`src/rtl/commit_ctl.sv`:
```
// In-order retirement controller: pops the ROB head, writes the register file,
// commits stores and turns mispredicts/exceptions into a one-cycle flush and redirect.
module commit_ctl #(
  parameter int unsigned XLEN      = 64,
  parameter int unsigned ROB_IDX_W = 2,
  parameter int unsigned EXC_W     = 4
) (
  input  logic                 clk_i,
  input  logic                 rst_n_i,
  input  logic                 comm_valid_i,
  output logic                 comm_ready_o,
  input  logic [ROB_IDX_W-1:0] comm_head_idx_i,
  input  logic [XLEN-1:0]      comm_pc_i,
  input  logic                 comm_rd_upd_i,
  input  logic [4:0]           comm_rd_idx_i,
  input  logic [XLEN-1:0]      comm_res_value_i,
  input  logic                 comm_is_store_i,
  input  logic                 comm_mispred_i,
  input  logic [XLEN-1:0]      comm_target_i,
  input  logic                 comm_except_raised_i,
  input  logic [EXC_W-1:0]     comm_except_code_i,
  input  logic [XLEN-1:0]      mtvec_i,
  output logic                 rf_we_o,
  output logic [4:0]           rf_waddr_o,
  output logic [XLEN-1:0]      rf_wdata_o,
  output logic                 rs_clr_valid_o,
  output logic [ROB_IDX_W-1:0] rs_clr_rob_idx_o,
  output logic                 sb_commit_valid_o,
  input  logic                 sb_commit_ready_i,
  output logic                 flush_o,
  output logic                 redirect_valid_o,
  output logic [XLEN-1:0]      redirect_pc_o,
  output logic [XLEN-1:0]      mepc_o,
  output logic [EXC_W-1:0]     mcause_o,
  output logic                 exc_valid_o,
  output logic [63:0]          instret_o
);

  typedef enum logic [1:0] {StIdle, StFlush, StExcept} state_e;

  state_e           state_q, state_d;
  logic [XLEN-1:0]  target_q, target_d;
  logic [XLEN-1:0]  mepc_q, mepc_d;
  logic [EXC_W-1:0] cause_q, cause_d;
  logic [63:0]      instret_q, instret_d;
  logic             pop;

  always_ff @(posedge clk_i or negedge rst_n_i) begin
    if (!rst_n_i) begin
      state_q   <= StIdle;
      target_q  <= '0;
      mepc_q    <= '0;
      cause_q   <= '0;
      instret_q <= '0;
    end else begin
      state_q   <= state_d;
      target_q  <= target_d;
      mepc_q    <= mepc_d;
      cause_q   <= cause_d;
      instret_q <= instret_d;
    end
  end

  always_comb begin
    state_d           = state_q;
    target_d          = target_q;
    mepc_d            = mepc_q;
    cause_d           = cause_q;
    instret_d         = instret_q;
    pop               = 1'b0;
    comm_ready_o      = 1'b0;
    rf_we_o           = 1'b0;
    rf_waddr_o        = '0;
    rf_wdata_o        = '0;
    rs_clr_valid_o    = 1'b0;
    rs_clr_rob_idx_o  = '0;
    sb_commit_valid_o = 1'b0;
    flush_o           = 1'b0;
    redirect_valid_o  = 1'b0;
    redirect_pc_o     = '0;
    mepc_o            = '0;
    mcause_o          = '0;
    exc_valid_o       = 1'b0;

    unique case (state_q)
      StIdle: begin
        if (comm_valid_i) begin
          if (comm_except_raised_i) begin
            // Exception wins: no architectural side effects from this head.
            comm_ready_o = 1'b1;
            mepc_d       = comm_pc_i;
            cause_d      = comm_except_code_i;
            state_d      = StExcept;
          end else begin
            sb_commit_valid_o = comm_is_store_i;
            pop               = comm_is_store_i ? sb_commit_ready_i : 1'b1;
            comm_ready_o      = pop;
            if (pop) begin
              rf_we_o = comm_rd_upd_i && !comm_is_store_i && (comm_rd_idx_i != 5'd0);
              if (rf_we_o) begin
                rf_waddr_o = comm_rd_idx_i;
                rf_wdata_o = comm_res_value_i;
              end
              rs_clr_valid_o = comm_rd_upd_i;
              if (comm_rd_upd_i) rs_clr_rob_idx_o = comm_head_idx_i;
              instret_d = instret_q + 64'd1;
              if (comm_mispred_i) begin
                target_d = comm_target_i;
                state_d  = StFlush;
              end
            end
          end
        end
      end
      StFlush: begin
        flush_o          = 1'b1;
        redirect_valid_o = 1'b1;
        redirect_pc_o    = target_q;
        state_d          = StIdle;
      end
      StExcept: begin
        flush_o          = 1'b1;
        exc_valid_o      = 1'b1;
        redirect_valid_o = 1'b1;
        redirect_pc_o    = mtvec_i & ~XLEN'(3);
        mepc_o           = mepc_q;
        mcause_o         = cause_q;
        state_d          = StIdle;
      end
      default: state_d = StIdle;
    endcase
  end

  assign instret_o = instret_q;

endmodule

```
`config.mk`:
```
export PLATFORM = sky130hd
export DESIGN_NAME = commit_ctl
export DESIGN_NICKNAME = d
export VERILOG_FILES = /design/src/rtl/commit_ctl.sv
export SDC_FILE = /design/constraint.sdc
export NUM_CORES = 1
export LEC_CHECK = 0
export ABC_CLOCK_PERIOD_IN_PS = 4320
export CAP_MARGIN = 20
export CORE_AREA = 10 10 203 205
export CTS_BUF_LIST = sky130_fd_sc_hd__clkbuf_16
export CTS_CLUSTER_DIAMETER = 120
export DETAILED_ROUTE_END_ITERATION = 12
export DIE_AREA = 0 0 213 215
export SYNTH_ARGS = -nofsm -noshare
export SYNTH_HDL_FRONTEND = slang
export SYNTH_SLANG_ARGS = --single-unit
```
`constraint.sdc`:
```
create_clock -name clk_i -period 4.32 [get_ports clk_i]
set_input_delay 0.432 -clock clk_i [delete_from_list [all_inputs] [get_ports clk_i]]
set_output_delay 0.432 -clock clk_i [all_outputs]
set_load 0.05 [all_outputs]
```
==> flow_summary.json <==
{
  "drtAntennaViolNets": 0,
  "peakVddDrop_mv": 0.2501,
  "crit_path_max_fanout": 33,
  "root_buffer": "clkbuf_16",
  "ys_seq_area_share_pct": 51.48,
  "cts_made_buffers": 17,
  "setup_tns_ns": 0,
  "max_stage_delay_ns": 0.85,
  "maxCapViolCount": 0,
  "grtUsageTotal_pct": 18.00,
  "antenna_found_initial": 5,
  "met2_usage_pct": 32.88,
  "skew_ns": 0.01127,
  "use_met1_pct": 17.86,
  "hold_violations": 0,
  "syn_to_final_growth_pct": 74.91,
  "fin_ws_ns": 0.5670,
  "via_per_inst": 4.588,
  "synth_nets": 1093,
  "status": "completed",
  "synth-seq-cells": 198,
  "grt-ovfl-total": 0,
  "grt_pass1_vias": 8791,
  "fin_crit_ns": 3.753,
  "slew_violations": 0,
  "r2r_start": "state_q[0]",
  "wl_per_cell_microns": 23.10,
  "cp.arrival_ns": 3.32,
  "timing.fmax_mhz": 266.5,
  "r2r_slack_ns": 1.61,
  "n_fill_cell": 3428,
  "final_cell_mix": "clkdlybuf4s50_1 (480), dfrtp_1 (198), and2_1 (138)",
  "fp.dieH_microns": 215,
  "grt_pass1_wl_microns": 61070,
  "critPathBufInv": 3,
  "crit_type": "flop to output port",
  "slowest_stage": "clkdlybuf4s50_1",
  "p_leak_nw": 6.970,
  "cp-start-kind": "flop",
  "cts-hold-fix-buffers": 0,
  "core_sq_um": 37220,
  "power.density_nw_per_um2": 472.5,
  "timing.rr.end": "instret_o[31]",
  "min_period_over_period_pct": 86.88,
  "place.gp.congestion": 0.8528,
  "syn_avg_cell_area_sq_um": 11.82,
  "ctsResizeCount": 0,
  "grt.met3_usage_pct": 6.709,
  "synth_cells": 814,
  "crit_path_end_kind": "output port",
  "path_cells": "inv_1 -> ha_1 -> and2_2 -> buf_4 -> a22o_1 -> clkdlybuf4s50_1",
  "vias": 8409,
  "syn_area_sq_um": 9624,
  "finalNetCount": 1623,
  "h-tree-depth": 4,
  "place_ws_ns": 1.007,
  "cts.sinks": 198,
  "die_w_microns": 213,
  "placed_area_sq_um": 16280,
  "busiest_layer": "met2",
  "cts.clk_slew.worst_paths_ns": 0.08,
  "wl_microns": 42340,
  "drtIter0Drc": 385,
  "postCtsSetupBuffers": 0,
  "cp_top_family": "buffers and inverters",
  "drc": 0,
  "netlist-cell-type-count": 37,
  "worst_slew_pin_slew_ns": 0.9134,
  "slew_headroom_pct": 39.11,
  "clk_path_buf_depth": 2,
  "yosysWarnings": 0,
  "crit_required_ns": 3.89,
  "initial_utilization_pct": 25.86,
  "hold_path_class": "input port to asynchronous set/reset pin",
  "insertion_delay_ns": 0.45,
  "setup_violations": 0,
  "place_hpwl_microns": 34640,
  "grt_max_degree": 103,
  "rsz0062_at_grt": "no",
  "final_layout_size_suffix_gt1_share_pct": 19.45,
  "reg2regPathDepth": 7,
  "finalInstanceArea_sq_um": 16830,
  "port_buffers": 546,
  "cts_tree": "built",
  "pin_count": 549,
  "rows": 71,
  "dr.pass1.iters": 4,
  "mostFrequentLayoutCell": "clkdlybuf4s50_1",
  "die_area_sq_um": 45800
}
sequential cells by signal, summed over array words and instances, names as in the netlist:
signal	flops
instret_o	64
cause_q	4
mepc_q	64
state_q	2
target_q	64
synthesized netlist by cell type, drive strengths merged:
| cell type | number | share of area [%] |
|---|---|---|
| dfrtp | 198 | 51 |
| and2 | 140 | 9.1 |
| mux2 | 133 | 16 |
| a22o | 62 | 5.6 |
| xor2 | 39 | 3.5 |
| nand2 | 35 | 1.4 |
| clkbuf | 30 | 1.2 |
| nor3 | 24 | 1.7 |
| xnor2 | 24 | 2.2 |
| nor2 | 20 | 0.81 |
| nand3 | 19 | 0.99 |
| nand4 | 17 | 1.3 |
| buf | 16 | 0.77 |
| and3 | 11 | 0.72 |
| inv | 10 | 0.39 |
| nor4 | 9 | 0.58 |
| and4 | 7 | 0.64 |
| ha | 4 | 0.52 |
| nor2b | 2 | 0.13 |
| nor3b | 2 | 0.21 |
| o21ai | 2 | 0.10 |
| or2 | 2 | 0.13 |
| a21boi | 1 | 0.078 |
| nand2b | 1 | 0.065 |
| nand3b | 1 | 0.21 |
| nor4b | 1 | 0.25 |
| o21a | 1 | 0.078 |
| o311a | 1 | 0.10 |
| or3 | 1 | 0.065 |
| or4 | 1 | 0.078 |
cells by family after synthesis:
group,share of synthesized area [%]
multiplexers,15.56
buffers and inverters,2.327
adder cells (fa/ha/maj),0.5200
AO/OA/AOI/OAI,6.006
XOR/XNOR,5.733
flip-flops,51.48
AND/OR/NAND/NOR,18.37
metrics by stage:
stage | util, % | total power, mW | instances | hold WS, ns
after floorplan | - | 5.100 | 814 | 0.1364
after global placement | 43.73 | 6.444 | 1799 | 0.4602
after detailed placement | 43.73 | 6.506 | 1799 | 0.4607
after CTS | 45.21 | 8.068 | 1831 | 0.07347
after global routing | 45.23 | 8.350 | 1833 | 0.06901
final | 45.23 | 7.955 | 1833 | 0.01209
metal layers:
layer	wire (microns)	vias to the layer above
met5	0	-
met4	1326	0
met3	4034	49
met2	22240	376
met1	14740	4088
li1	-	3896
report_power, final:
part	leakage [nW]	internal [mW]	switching, mW
combinational	4.29	1.52	2.05
sequential	2.44	2.49	0.364
clock	0.245	0.749	0.779
area by class of cell:
cell class              count  area [sq um]  share of cell area [%]
diodes                      2         5.005                 0.02973
clock buffers              17         425.4                   2.527
clock inverters            15         125.1                  0.7433
inverters                  10         37.54                  0.2230
multi-input cells         560          4466                   26.53
flip-flops and latches    198          4955                   29.43
well taps                 474         593.1                   3.523
repair buffers            557          6227                   36.99
how the worst max path moves through the flow:
stage / startpoint / to / slack (ns) / depth (start not counted)
floorplan: state_q[0] / rf_wdata_o[54] / 1.56 / 7
detailed placement: state_q[1] / redirect_pc_o[3] / 1.01 / 6
global placement: state_q[1] / redirect_pc_o[3] / 1.05 / 6
CTS: state_q[1] / redirect_pc_o[3] / 0.48 / 6
global route: state_q[1] / redirect_pc_o[17] / 0.34 / 6
finish: state_q[1] / redirect_pc_o[17] / 0.57 / 6
No activity file was read; power rests on OpenSTA's default activity.
